File: src/rtl/seg7_scan_mux.sv
// Multiplexed 7-segment display driver: scan prescaler, digit rotation, double-buffered
// display data, hex/decimal glyph decode, leading-zero blanking and PWM brightness.
module seg7_scan_mux #(
    parameter int NUM_DIGITS    = 4,
    parameter int SCAN_DIV_BITS = 12,
    parameter int PWM_BITS      = 3,
    parameter bit ACTIVE_LOW    = 1'b1
) (
    input  logic                    i_clk,
    input  logic                    i_reset,
    input  logic [4*NUM_DIGITS-1:0] i_value,
    input  logic [NUM_DIGITS-1:0]   i_dp,
    input  logic                    i_load,
    input  logic                    i_hex,
    input  logic                    i_lzb,
    input  logic [PWM_BITS-1:0]     i_bright,
    output logic [6:0]              o_seg,
    output logic                    o_dp,
    output logic [NUM_DIGITS-1:0]   o_an,
    output logic                    o_frame
);

    localparam int IDX_W = (NUM_DIGITS > 1) ? $clog2(NUM_DIGITS) : 1;
    localparam logic [IDX_W-1:0]      LAST_IDX = IDX_W'(NUM_DIGITS - 1);
    localparam logic [6:0]            SEG_OFF  = {7{ACTIVE_LOW}};
    localparam logic [NUM_DIGITS-1:0] AN_OFF   = {NUM_DIGITS{ACTIVE_LOW}};

    logic [SCAN_DIV_BITS-1:0] prescaler;
    logic [PWM_BITS-1:0]      pwm_cnt;
    logic [IDX_W-1:0]         idx;
    logic                     idx_moved;

    logic [4*NUM_DIGITS-1:0]  shadow_value;
    logic [NUM_DIGITS-1:0]    shadow_dp;
    logic                     shadow_hex;
    logic                     pending;

    logic [4*NUM_DIGITS-1:0]  disp_value;
    logic [NUM_DIGITS-1:0]    disp_dp;
    logic                     disp_hex;

    logic                     tick;
    logic                     wrap;
    logic                     lit;
    logic [3:0]               cur_nib;
    logic                     cur_dp;
    logic                     upper_zero;
    logic                     lz_blank;
    logic [6:0]               glyph;
    logic [NUM_DIGITS-1:0]    an_next;

    assign tick = &prescaler;
    assign wrap = tick && (idx == LAST_IDX);
    assign lit  = (pwm_cnt <= i_bright);

    // Walk from the most significant digit down so upper_zero covers digit k and everything above it.
    always_comb begin
        cur_nib    = 4'h0;
        cur_dp     = 1'b0;
        upper_zero = 1'b1;
        lz_blank   = 1'b0;
        an_next    = '0;
        for (int k = NUM_DIGITS - 1; k >= 0; k--) begin
            upper_zero = upper_zero && (disp_value[4*k +: 4] == 4'h0);
            an_next[k] = (idx == IDX_W'(k));
            if (idx == IDX_W'(k)) begin
                cur_nib  = disp_value[4*k +: 4];
                cur_dp   = disp_dp[k];
                lz_blank = upper_zero && (k != 0);
            end
        end
    end

    always_comb begin
        glyph = 7'h00;
        case (cur_nib)
            4'h0: glyph = 7'h3F;
            4'h1: glyph = 7'h06;
            4'h2: glyph = 7'h5B;
            4'h3: glyph = 7'h4F;
            4'h4: glyph = 7'h66;
            4'h5: glyph = 7'h6D;
            4'h6: glyph = 7'h7D;
            4'h7: glyph = 7'h07;
            4'h8: glyph = 7'h7F;
            4'h9: glyph = 7'h6F;
            4'hA: glyph = 7'h77;
            4'hB: glyph = 7'h7C;
            4'hC: glyph = 7'h39;
            4'hD: glyph = 7'h5E;
            4'hE: glyph = 7'h79;
            4'hF: glyph = 7'h71;
            default: glyph = 7'h00;
        endcase
        if (!disp_hex && (cur_nib > 4'd9)) glyph = 7'h00;
        if (i_lzb && lz_blank) glyph = 7'h00;
    end

    always_ff @(posedge i_clk) begin
        if (i_reset) begin
            prescaler    <= '0;
            pwm_cnt      <= '0;
            idx          <= '0;
            idx_moved    <= 1'b0;
            shadow_value <= '0;
            shadow_dp    <= '0;
            shadow_hex   <= 1'b0;
            pending      <= 1'b0;
            disp_value   <= '0;
            disp_dp      <= '0;
            disp_hex     <= 1'b0;
            o_seg        <= SEG_OFF;
            o_dp         <= ACTIVE_LOW;
            o_an         <= AN_OFF;
            o_frame      <= 1'b0;
        end else begin
            prescaler <= prescaler + 1'b1;
            pwm_cnt   <= pwm_cnt + 1'b1;
            idx_moved <= tick;
            if (tick) idx <= wrap ? '0 : idx + 1'b1;

            // A load on the wrap clock lands in shadow and stays pending for the next frame.
            if (wrap && pending) begin
                disp_value <= shadow_value;
                disp_dp    <= shadow_dp;
                disp_hex   <= shadow_hex;
            end
            if (i_load) begin
                shadow_value <= i_value;
                shadow_dp    <= i_dp;
                shadow_hex   <= i_hex;
                pending      <= 1'b1;
            end else if (wrap) begin
                pending <= 1'b0;
            end

            o_seg   <= (lit ? glyph : 7'h00) ^ SEG_OFF;
            o_dp    <= (lit && cur_dp) ^ ACTIVE_LOW;
            o_an    <= (idx_moved ? '0 : an_next) ^ AN_OFF;
            o_frame <= wrap;
        end
    end

endmodule

File: config.mk
export PLATFORM = sky130hd
export DESIGN_NAME = seg7_scan_mux
export DESIGN_NICKNAME = d
export VERILOG_FILES = /design/src/rtl/seg7_scan_mux.sv
export SDC_FILE = /design/constraint.sdc
export NUM_CORES = 1
export LEC_CHECK = 0
export BUFFER_PORTS_ARGS = -buffer_cell sky130_fd_sc_hd__clkbuf_2
export CAP_MARGIN = 20
export CELL_PAD_IN_SITES_DETAIL_PLACEMENT = 0
export CELL_PAD_IN_SITES_GLOBAL_PLACEMENT = 2
export CORE_MARGIN = 2
export CORE_UTILIZATION = 30
export DETAILED_ROUTE_END_ITERATION = 10
export HOLD_SLACK_MARGIN = 0.12
export PLACE_DENSITY = 0.8
export SLEW_MARGIN = 15
export SYNTH_ARGS = -nofsm -noshare
export SYNTH_HDL_FRONTEND = slang
export SYNTH_SLANG_ARGS = --single-unit
export TNS_END_PERCENT = 1
File: constraint.sdc
create_clock -name i_clk -period 2.85 [get_ports i_clk]
set_input_delay 0.285 -clock i_clk [delete_from_list [all_inputs] [get_ports i_clk]]
set_output_delay 0.285 -clock i_clk [all_outputs]
set_load 0.01 [all_outputs]
==> results of run 1 <==
[cells in the mapped netlist (4+ instances only)]
master | count | share of area [%]
nand3_1 | 6 | 0.96
clkbuf_1 | 7 | 0.84
nand2_1 | 63 | 7.6
dfxtp_1 | 74 | 47
mux2i_1 | 23 | 7.4
o221ai_1 | 4 | 1.1
nor2b_1 | 5 | 1.0
nor2_1 | 39 | 4.7
or3_1 | 5 | 1.0
ha_1 | 15 | 6.0
a21oi_1 | 34 | 5.4
buf_1 | 5 | 0.60
o21ai_0 | 6 | 0.96
xor2_1 | 5 | 1.4
buf_4 | 4 | 0.96
nand3b_1 | 4 | 0.96
buf_2 | 4 | 0.64
inv_1 | 13 | 1.6
[sequential cells by signal, summed over array words and instances, names as in the netlist, 2 cells and up]
register	count
disp_value	16
o_seg	7
disp_dp	4
prescaler	12
shadow_value	16
idx	2
shadow_dp	4
o_an	4
pwm_cnt	3
[timing repair]
item | in CTS | in global routing
buffers inserted | 0 | 1
resized for setup | 0 | 2
endpoints found under the setup margin | 0 | 6
[kinds of logic (layout without fill, tap and decap cells)]
logic type / count (synthesis) / in the layout
buffers and inverters: 33 / 78
DFF: 74 / 74
AOI/OAI and AO/OA: 59 / 59
xor gates and xnor gates: 7 / 7
muxes: 24 / 24
adders and majority gates: 15 / 15
and+or+nand+nor: 141 / 141
[layer usage]
metal	track usage (%)	wire length (um)	vias to the layer above
met2	17.70	2711	45
met4	5.921	155	0
met5	0	0	-
met3	3.372	231	9
li1	-	-	1280
met1	17.27	3537	1124
[worst min path at each step]
stage	start	endpoint	slack, ns	cells after the start
after floorplan	pwm_cnt[0]	pwm_cnt[0]	0.42	1
after global placement	prescaler[0]	prescaler[0]	0.43	1
after detailed placement	prescaler[0]	prescaler[0]	0.44	1
after CTS	i_value[8]	shadow_value[8]	0.15	3
after global routing	i_value[8]	shadow_value[8]	0.17	3
final	i_value[8]	shadow_value[8]	0.17	3
[cell type report]
type	instances	area, um2	area share [%]
tap	136	170.2	4.658
inverter	13	48.80	1.336
clock buffer	12	155.1	4.247
timing repair buffer	49	267.8	7.329
clock inverter	4	26.28	0.7192
multi-input combinational	246	1503	41.13
sequential	74	1483	40.58
[per-stage QoR]
step           power [mW]  instances  hold WS, ns  cell area (um2)  setup slack (ns)
2_1_floorplan       1.189        353       0.4173             3126            0.1671
3_3_place_gp        1.234        517       0.4275             3461            0.2439
3_5_place_dp        1.239        517       0.4389             3461            0.1314
4_1_cts             1.989        533       0.1533             3642           0.08482
5_1_grt             2.055        534       0.1675             3654           0.03024
6_report            1.959        534       0.1677             3654            0.2234
[report_power, final]
| group | switching (mW) | internal, mW |
|---|---|---|
| Combinational | 0.0666 | 0.0607 |
| Sequential | 0.0169 | 1.07 |
| Clock | 0.382 | 0.363 |
[critical path, delay by kind of cell (launching register included)]
kind	cells	cell delay, ns
compound gates	5	1.22
fa+ha+maj	2	0.49
buf+inv	3	0.40
flops	1	0.37
==> flow_metrics.py, run 1 <==
metrics = {
    "critical_path": {
        "critPathLaunchType": "flip-flop",
        "r2r_cells": 10,
        "crit_type": "reg -> reg",
        "cp.arrival_ns": 2.83,
        "crit_end": "o_seg[1]",
        "crit_path_max_incr_delay_ns": 0.38,
        "crit_path_top_delay_cell": "a221o_1",
        "reg2reg_to": "o_seg[1]",
        "crit_path_start": "idx[0]",
        "end_kind": "flip-flop",
        "cp_max_fo": 7,
        "crit_required_ns": 3.06,
        "crit_path_cell_trace": "inv_1 -> ha_1 -> a221o_1 -> a22o_1 -> inv_1 -> ha_1 -> o21ai_1 -> a2111oi_4 -> buf_4 -> o221ai_1",
        "reg2reg_setup_slack_ns": 0.22,
        "reg2reg_from": "idx[0]",
    },
    "route": {
        "post-route-drc-count": 0,
        "num_vias": 2458,
        "wirelength_um": 6635,
        "via_per_inst": 4.603,
        "ant_nets": 0,
        "drtIter0Drc": 88,
        "wire_per_inst_um": 12.43,
        "dr.pass1.iters": 4,
    },
    "placement": {
        "hpwl_um": 4655,
        "gp_congestion": 0.8290,
        "place.port_buffers": 40,
    },
    "cts": {
        "max-clock-path-buffers": 2,
        "h-tree-depth": 3,
        "cts.sink_count": 74,
        "clk_pin_slew_ns": 0.08,
        "cts_tree": "yes",
        "worst_skew_pair.late_latency_ns": 0.35,
        "cts_buffers": 9,
        "cts-root-buf": "clkbuf_8",
        "ctsHoldBuffers": 0,
    },
    "global_routing": {
        "grt.overflow.total": 0,
        "grt_pass1_vias": 2220,
        "grt_max_degree": 44,
        "antenna_found_initial": 0,
        "grt_pass1_wl_um": 10950,
        "track_usage_pct": 12.42,
    },
    "synthesis": {
        "syn_nets": 396,
        "synth_area_um2": 3125,
        "ys.flop_type": "dfxtp_1",
        "syn_inst": 353,
        "synth_edf_count": 0,
        "synth_area_per_cell_um2": 8.854,
        "synth_mux_area_share_pct": 7.726,
        "ys_types": 44,
        "synth-seq-cells": 74,
        "yosysSeqAreaShare_pct": 47.40,
        "synth_compound_area_share_pct": 12.01,
        "synthSimpleGateAreaFrac_pct": 20.30,
        "synth_xor_area_share_pct": 1.962,
        "synth_top_family_by_area": "simple AND/OR/NAND/NOR gates",
        "async_flop_share_pct": 0,
        "synth-adder-area-share_pct": 6.005,
        "yosysWarnings": 0,
    },
    "die": {
        "rows": 37,
        "die_h_um": 106.1,
        "initial_utilization_pct": 30.55,
        "pin_count": 41,
        "core_region_area_um2": 10230,
        "fp.dieW_um": 106.1,
        "die_area_um2": 11250,
    },
    "status": {
        "outcome": "complete, no violations",
    },
    "timing": {
        "setup_viol": 0,
        "final_max_slew_viol_count": 0,
        "rsz0062_at_grt": "false",
        "tightest_slew_ns": 0.7724,
        "fmax_ghz": 0.3807,
        "layout_min_cycle_time_ns": 2.627,
        "final-hold-violation-count": 0,
        "setup_tns_ns": 0,
        "finalCritPeriodShare_pct": 92.16,
        "timing.slew.headroom_pct": 48.51,
        "clock_skew_ns": 0.008218,
    },
    "power": {
        "power_leakage_nw": 1.448,
        "peakVddDrop_v": 0.0001700,
        "power_per_cell_area_nw_per_um2": 536.3,
    },
    "layout": {
        "utilization_pct": 35.71,
        "layout_common_cells": "dfxtp_1 (73), nand2_1 (63), clkbuf_2 (40)",
        "num-nets-final": 436,
        "area_delta_synth_final_pct": 16.89,
        "diodes": 0,
        "drive_gt1_share_pct": 17.84,
        "nFillCells": 1082,
        "layout_commonest_cell": "dfxtp_1",
    },
    "job": {
        "cap_viol_max_count": 0,
    },
    "min_path": {
        "hold_class": "in -> reg",
    },
}
Power figures use the tool's default switching activity.
==> run 2, diff against run 1 <==
--- a/config.mk
+++ b/config.mk
@@ -7,13 +7,11 @@
 export LEC_CHECK = 0
 export BUFFER_PORTS_ARGS = -buffer_cell sky130_fd_sc_hd__clkbuf_2
 export CAP_MARGIN = 20
-export CELL_PAD_IN_SITES_DETAIL_PLACEMENT = 0
-export CELL_PAD_IN_SITES_GLOBAL_PLACEMENT = 2
 export CORE_MARGIN = 2
 export CORE_UTILIZATION = 30
 export DETAILED_ROUTE_END_ITERATION = 10
 export HOLD_SLACK_MARGIN = 0.12
-export PLACE_DENSITY = 0.8
+export PLACE_DENSITY = 0.57
 export SLEW_MARGIN = 15
 export SYNTH_ARGS = -nofsm -noshare
 export SYNTH_HDL_FRONTEND = slang
==> run 2 against run 1 <==
Global-route usage fell by 0.19 points. Clock skew is 0.0034 ns lower. Total power down 1.3%.
==> flow_metrics.py, run 2 (synthesis gave the netlist of run 1 again) <==
metrics = {
    "power": {
        "peakVddDrop_v": 0.0001797,
        "power_leakage_nw": 1.434,
        "power_per_cell_area_nw_per_um2": 531.6,
    },
    "layout": {
        "drive_gt1_share_pct": 17.63,
        "area_delta_synth_final_pct": 16.37,
        "multi_input_area_um2": 1505,
        "diodes": 0,
        "layout_common_cells": "dfxtp_1 (74), nand2_1 (63), clkbuf_2 (40)",
        "num-nets-final": 435,
        "seqCellArea_um2": 1481,
        "largestRegisters": "disp_value: 16 flops, shadow_value: 16 flops, prescaler: 12 flops",
        "layout_commonest_cell": "dfxtp_1",
        "nFillCells": 1051,
    },
    "critical_path": {
        "crit_path_max_incr_delay_ns": 0.40,
        "crit_path_cell_trace": "inv_1 -> ha_2 -> a221o_1 -> a22o_1 -> inv_1 -> ha_1 -> o21ai_1 -> a2111oi_4 -> buf_4 -> o221ai_1",
        "crit_path_top_delay_cell": "dfxtp_1",
        "cp_max_fo": 12,
        "crit_family": "compound AO/OA/AOI/OAI gates",
        "crit_type": "reg -> reg",
        "critPathLaunchType": "flip-flop",
        "path_buf_inv": 3,
        "path_common_cell": "inv_1",
        "crit_required_ns": 3.06,
        "cp.arrival_ns": 2.83,
        "end_kind": "flip-flop",
    },
    "timing": {
        "hold_ws_ns": 0.1722,
        "final_max_slew_viol_count": 0,
        "layout_min_cycle_time_ns": 2.619,
        "fmax_ghz": 0.3818,
        "finalCritPeriodShare_pct": 91.91,
        "rsz0062_at_grt": "false",
        "setup_viol": 0,
        "timing.slew.headroom_pct": 49.93,
        "setup_tns_ns": 0,
        "clock_skew_ns": 0.004781,
        "tightest_slew_ns": 0.7510,
        "final-hold-violation-count": 0,
    },
    "global_routing": {
        "grt_pass1_wl_um": 10920,
        "antenna_found_initial": 0,
        "grt_max_degree": 65,
        "grt.overflow.total": 0,
        "track_usage_pct": 12.22,
        "grt_pass1_vias": 2322,
    },
    "cts": {
        "h-tree-depth": 3,
        "clk_pin_slew_ns": 0.08,
        "cts_tree": "yes",
        "max-clock-path-buffers": 2,
        "cts_buffers": 9,
        "cts-root-buf": "clkbuf_8",
        "cts.sink_count": 74,
        "ctsHoldBuffers": 0,
        "worst_skew_pair.late_latency_ns": 0.35,
    },
    "min_path": {
        "hold_class": "in -> reg",
    },
    "route": {
        "wl_met3_um": 304,
        "drtIter0Drc": 115,
        "ant_nets": 0,
        "post-route-drc-count": 0,
        "num_vias": 2454,
        "dr.pass1.iters": 4,
        "wirelength_um": 6482,
        "wl_met1_um": 3271,
        "wire_per_inst_um": 12.16,
        "highest_layer": "met4",
        "via_per_inst": 4.604,
        "wl_met2_um": 2790,
    },
    "placement": {
        "hpwl_um": 4560,
        "gp_congestion": 0.8093,
        "place.port_buffers": 40,
    },
    "die": {
        "fp.dieW_um": 106.1,
        "initial_utilization_pct": 30.55,
        "core_region_area_um2": 10230,
        "die_h_um": 106.1,
        "die_area_um2": 11250,
        "rows": 37,
        "pin_count": 41,
    },
    "job": {
        "cap_viol_max_count": 0,
    },
    "status": {
        "outcome": "complete, no violations",
    },
}
## run 2: metal layers
metal	GRT usage, %	up-vias
met5	0	-
met4	5.075	0
met3	3.863	9
met2	18.62	48
met1	15.98	1115
li1	-	1282
## run 2: per-stage QoR
step	util, %	area, um2	cells	setup slack (ns)	total power [mW]
after floorplan	-	3126	353	0.1671	1.189
after global placement	33.75	3453	516	0.1926	1.234
after detailed placement	33.75	3453	516	0.05823	1.238
after CTS	35.43	3625	532	0.05342	1.961
after global routing	35.55	3637	533	0.01314	2.034
final	35.55	3637	533	0.2307	1.933
## run 2: worst paths after layout
path,from,end,slack [ns],cells past startpoint
min reg2reg,prescaler[0],prescaler[0],0.45,1
min,i_value[9],shadow_value[9],0.17,3
max reg2reg,idx[0],o_seg[1],0.23,10
max,idx[0],o_seg[1],0.23,10
## run 2: worst reg2reg max path: stages, from the launching register on
cell and delay [ns]:
dfxtp_1 0.40, inv_1 0.09, ha_2 0.26, a221o_1 0.37
a22o_1 0.26, inv_1 0.13, ha_1 0.20, o21ai_1 0.10
a2111oi_4 0.36, buf_4 0.19, o221ai_1 0.12
## run 2: power by group
| group | total, mW | internal, mW | switching, mW | leakage [nW] |
|---|---|---|---|---|
| sequential | 1.09 | 1.07 | 0.0175 | 0.605 |
| clock | 0.720 | 0.335 | 0.385 | 0.0851 |
| combinational | 0.125 | 0.0607 | 0.0648 | 0.744 |
## run 2: cell type report
class | instances | share of cell area, %
inverters | 13 | 1.342
flip-flops and latches | 74 | 40.73
clock inverters | 5 | 0.8256
clock buffers | 11 | 3.887
repair buffers | 48 | 7.155
well taps | 136 | 4.678
multi-input cells | 246 | 41.38
## run 2: what timing repair did
action / 4_1_cts / 5_1_grt
buffers inserted: 0 / 1
resized for setup: 0 / 2
setup endpoints to repair: 0 / 7
==> run 3, diff against run 2 <==
--- a/config.mk
+++ b/config.mk
@@ -5,13 +5,14 @@
 export SDC_FILE = /design/constraint.sdc
 export NUM_CORES = 1
 export LEC_CHECK = 0
+export ABC_AREA = 1
 export BUFFER_PORTS_ARGS = -buffer_cell sky130_fd_sc_hd__clkbuf_2
 export CAP_MARGIN = 20
 export CORE_MARGIN = 2
 export CORE_UTILIZATION = 30
 export DETAILED_ROUTE_END_ITERATION = 10
 export HOLD_SLACK_MARGIN = 0.12
-export PLACE_DENSITY = 0.57
+export PLACE_DENSITY = 0.56
 export SLEW_MARGIN = 15
 export SYNTH_ARGS = -nofsm -noshare
 export SYNTH_HDL_FRONTEND = slang
==> run 3 against run 2 <==
First-iteration DRC count rose by 56%. Sequential power barely moved. Synthesized cell count rose by 30%. Sequential share of layout area fell by 2.4 points. Flip-flop and latch count did not move. Clock skew rose by 0.0071 ns. Via count rose by 20%. Core utilization fell by 0.076 points. Largest cell class unchanged.
==> flow_metrics.py, run 3 <==
metrics = {
    "route": {
        "dr.pass1.iters": 4,
        "ant_nets": 0,
        "wire_per_inst_um": 11.71,
        "post-route-drc-count": 0,
        "via_per_inst": 4.624,
        "wirelength_um": 7473,
        "num_vias": 2950,
        "drtIter0Drc": 179,
    },
    "timing": {
        "finalCritPeriodShare_pct": 82.18,
        "final-hold-violation-count": 0,
        "fin_ws_ns": 0.5080,
        "rsz0062_at_grt": "false",
        "final_max_slew_viol_count": 0,
        "clock_skew_ns": 0.01190,
        "setup_tns_ns": 0,
        "timing.slew.headroom_pct": 57.63,
        "layout_min_cycle_time_ns": 2.342,
        "setup_viol": 0,
        "fmax_ghz": 0.4270,
        "tightest_slew_ns": 0.6289,
    },
    "synthesis": {
        "syn_inst": 459,
        "yosysMostFrequentCell": "nand2_1",
        "ys_types": 29,
        "synth_area_um2": 3377,
        "synthTopCellsByArea": "dfxtp_1 (44%), nand2_1 (11%), nor2_1 (7.4%), a21oi_1 (6.7%), ha_1 (5.6%)",
        "async_flop_share_pct": 0,
        "yosysWarnings": 0,
        "synth_common_cells": "nand2_1 (102), dfxtp_1 (74), nor2_1 (67)",
        "synth_edf_count": 0,
        "synth_top_cell_by_area": "dfxtp_1",
        "synth_area_per_cell_um2": 7.357,
        "yosys.area.top_type_share_pct": 43.87,
        "ys.flop_type": "dfxtp_1",
        "synth-seq-cells": 74,
        "yosysSeqAreaShare_pct": 43.87,
        "syn_nets": 502,
    },
    "layout": {
        "largestRegisters": "disp_value: 16 flops, shadow_value: 16 flops, prescaler: 12 flops",
        "layout_common_cells": "nand2_1 (102), dfxtp_1 (74), nor2_1 (67)",
        "area_delta_synth_final_pct": 14.38,
        "num-nets-final": 536,
        "drive_gt1_share_pct": 15.86,
        "diodes": 0,
        "utilization_pct": 35.47,
        "layout_commonest_cell": "nand2_1",
    },
    "cts": {
        "cts-root-buf": "clkbuf_8",
        "worst_skew_pair.late_latency_ns": 0.35,
        "cts_buffers": 9,
        "max-clock-path-buffers": 2,
        "cts.sink_count": 74,
        "clk_pin_slew_ns": 0.08,
        "h-tree-depth": 3,
        "cts_setup_buffers": 0,
        "cts_tree": "yes",
        "ctsResizeCount": 0,
        "ctsHoldBuffers": 0,
    },
    "power": {
        "power_per_cell_area_nw_per_um2": 531.9,
        "power_leakage_nw": 1.691,
        "peakVddDrop_v": 0.0002921,
    },
    "die": {
        "initial_utilization_pct": 31.02,
        "fp.dieW_um": 110.1,
        "rows": 38,
        "pin_count": 41,
        "die_h_um": 110.1,
        "die_area_um2": 12120,
        "core_region_area_um2": 10890,
    },
    "critical_path": {
        "cp.arrival_ns": 2.58,
        "path_buf_inv": 2,
        "crit_path_cell_trace": "inv_1 -> ha_1 -> inv_1 -> o21ai_0 -> ha_1 -> nand3_1 -> nand3_1 -> nor2_2 -> nor2_4 -> nand2_1",
        "critPathLaunchType": "flip-flop",
        "crit_type": "reg -> reg",
        "crit_required_ns": 3.09,
        "end_kind": "flip-flop",
        "crit_family": "adder cells",
        "cp_max_fo": 10,
        "crit_path_top_delay_cell": "o21ai_0",
        "reg2reg_setup_slack_ns": 0.51,
        "crit_path_max_incr_delay_ns": 0.54,
    },
    "placement": {
        "gp_congestion": 0.7956,
        "place_ws_ns": 0.5142,
        "place.port_buffers": 40,
        "hpwl_um": 5302,
    },
    "global_routing": {
        "grt.overflow.total": 0,
        "track_usage_pct": 13.66,
        "grt_max_degree": 39,
        "grt_pass1_wl_um": 13200,
        "antenna_found_initial": 0,
        "grt_pass1_vias": 2761,
    },
    "min_path": {
        "hold_class": "in -> reg",
    },
    "status": {
        "outcome": "complete, no violations",
    },
    "job": {
        "cap_viol_max_count": 0,
    },
}
==> run 3: final cells by class <==
| class | count | area [um2] |
|---|---|---|
| inverter | 39 | 151.4 |
| multi-input combinational | 324 | 1614 |
| clock buffer | 10 | 137.6 |
| timing repair buffer | 45 | 237.7 |
| sequential | 74 | 1481 |
| tap | 140 | 175.2 |
| clock inverter | 6 | 65.06 |
| fill | 1157 | 7025 |
==> run 3: logic make-up (layout without fill, tap and decap cells) <==
logic type	count (synthesis)	after routing	synth area share [%]
AND/OR/NAND/NOR	233	233	30.60
XOR/XNOR	1	1	0.2594
flip-flops	74	74	43.87
AO/OA/AOI/OAI	75	75	11.37
adder cells (fa/ha/maj)	15	15	5.558
buffers and inverters	61	100	8.336
==> run 3: path summary, 6_finish.rpt <==
kind,start,endpoint,depth (start not counted)
setup / recovery,idx[0],o_seg[5],10
hold / removal,i_value[15],shadow_value[15],3
setup reg to reg,idx[0],o_seg[5],10
hold reg to reg,pwm_cnt[0],pwm_cnt[0],1
==> run 3: worst register-to-register path, delay by kind of cell (launching register included) <==
family	cells	cell delay, ns
AO/OA/AOI/OAI	1	0.54
flip-flops	1	0.35
adder cells (fa/ha/maj)	2	0.64
buffers and inverters	2	0.28
AND/OR/NAND/NOR	5	0.44
==> run 3: power by group <==
part	total (mW)	internal, mW	switching [mW]
clock network	0.831	0.430	0.402
registers	1.09	1.07	0.0190
logic	0.131	0.0514	0.0792
total	2.05	1.55	0.500
==> run 3: layer usage <==
layer | vias up | track usage, % | routed length, um | part of all wire, %
met5 | - | 0 | 0 | 0
met4 | 0 | 5.446 | 116 | 1.6
met3 | 9 | 2.587 | 387 | 5.2
met2 | 65 | 20.33 | 3123 | 42
met1 | 1305 | 19.38 | 3845 | 51
li1 | 1571 | - | - | -
==> run 3: through the flow <==
stage / instances / power [mW] / cell area [um2] / hold slack, ns
global placement: 622 / 1.245 / 3660 / 0.4289
CTS: 638 / 2.092 / 3862 / 0.1325
global route: 638 / 2.159 / 3862 / 0.1533
detailed placement: 622 / 1.249 / 3660 / 0.4421
floorplan: 459 / 1.193 / 3377 / 0.4173
finish: 638 / 2.055 / 3862 / 0.1572
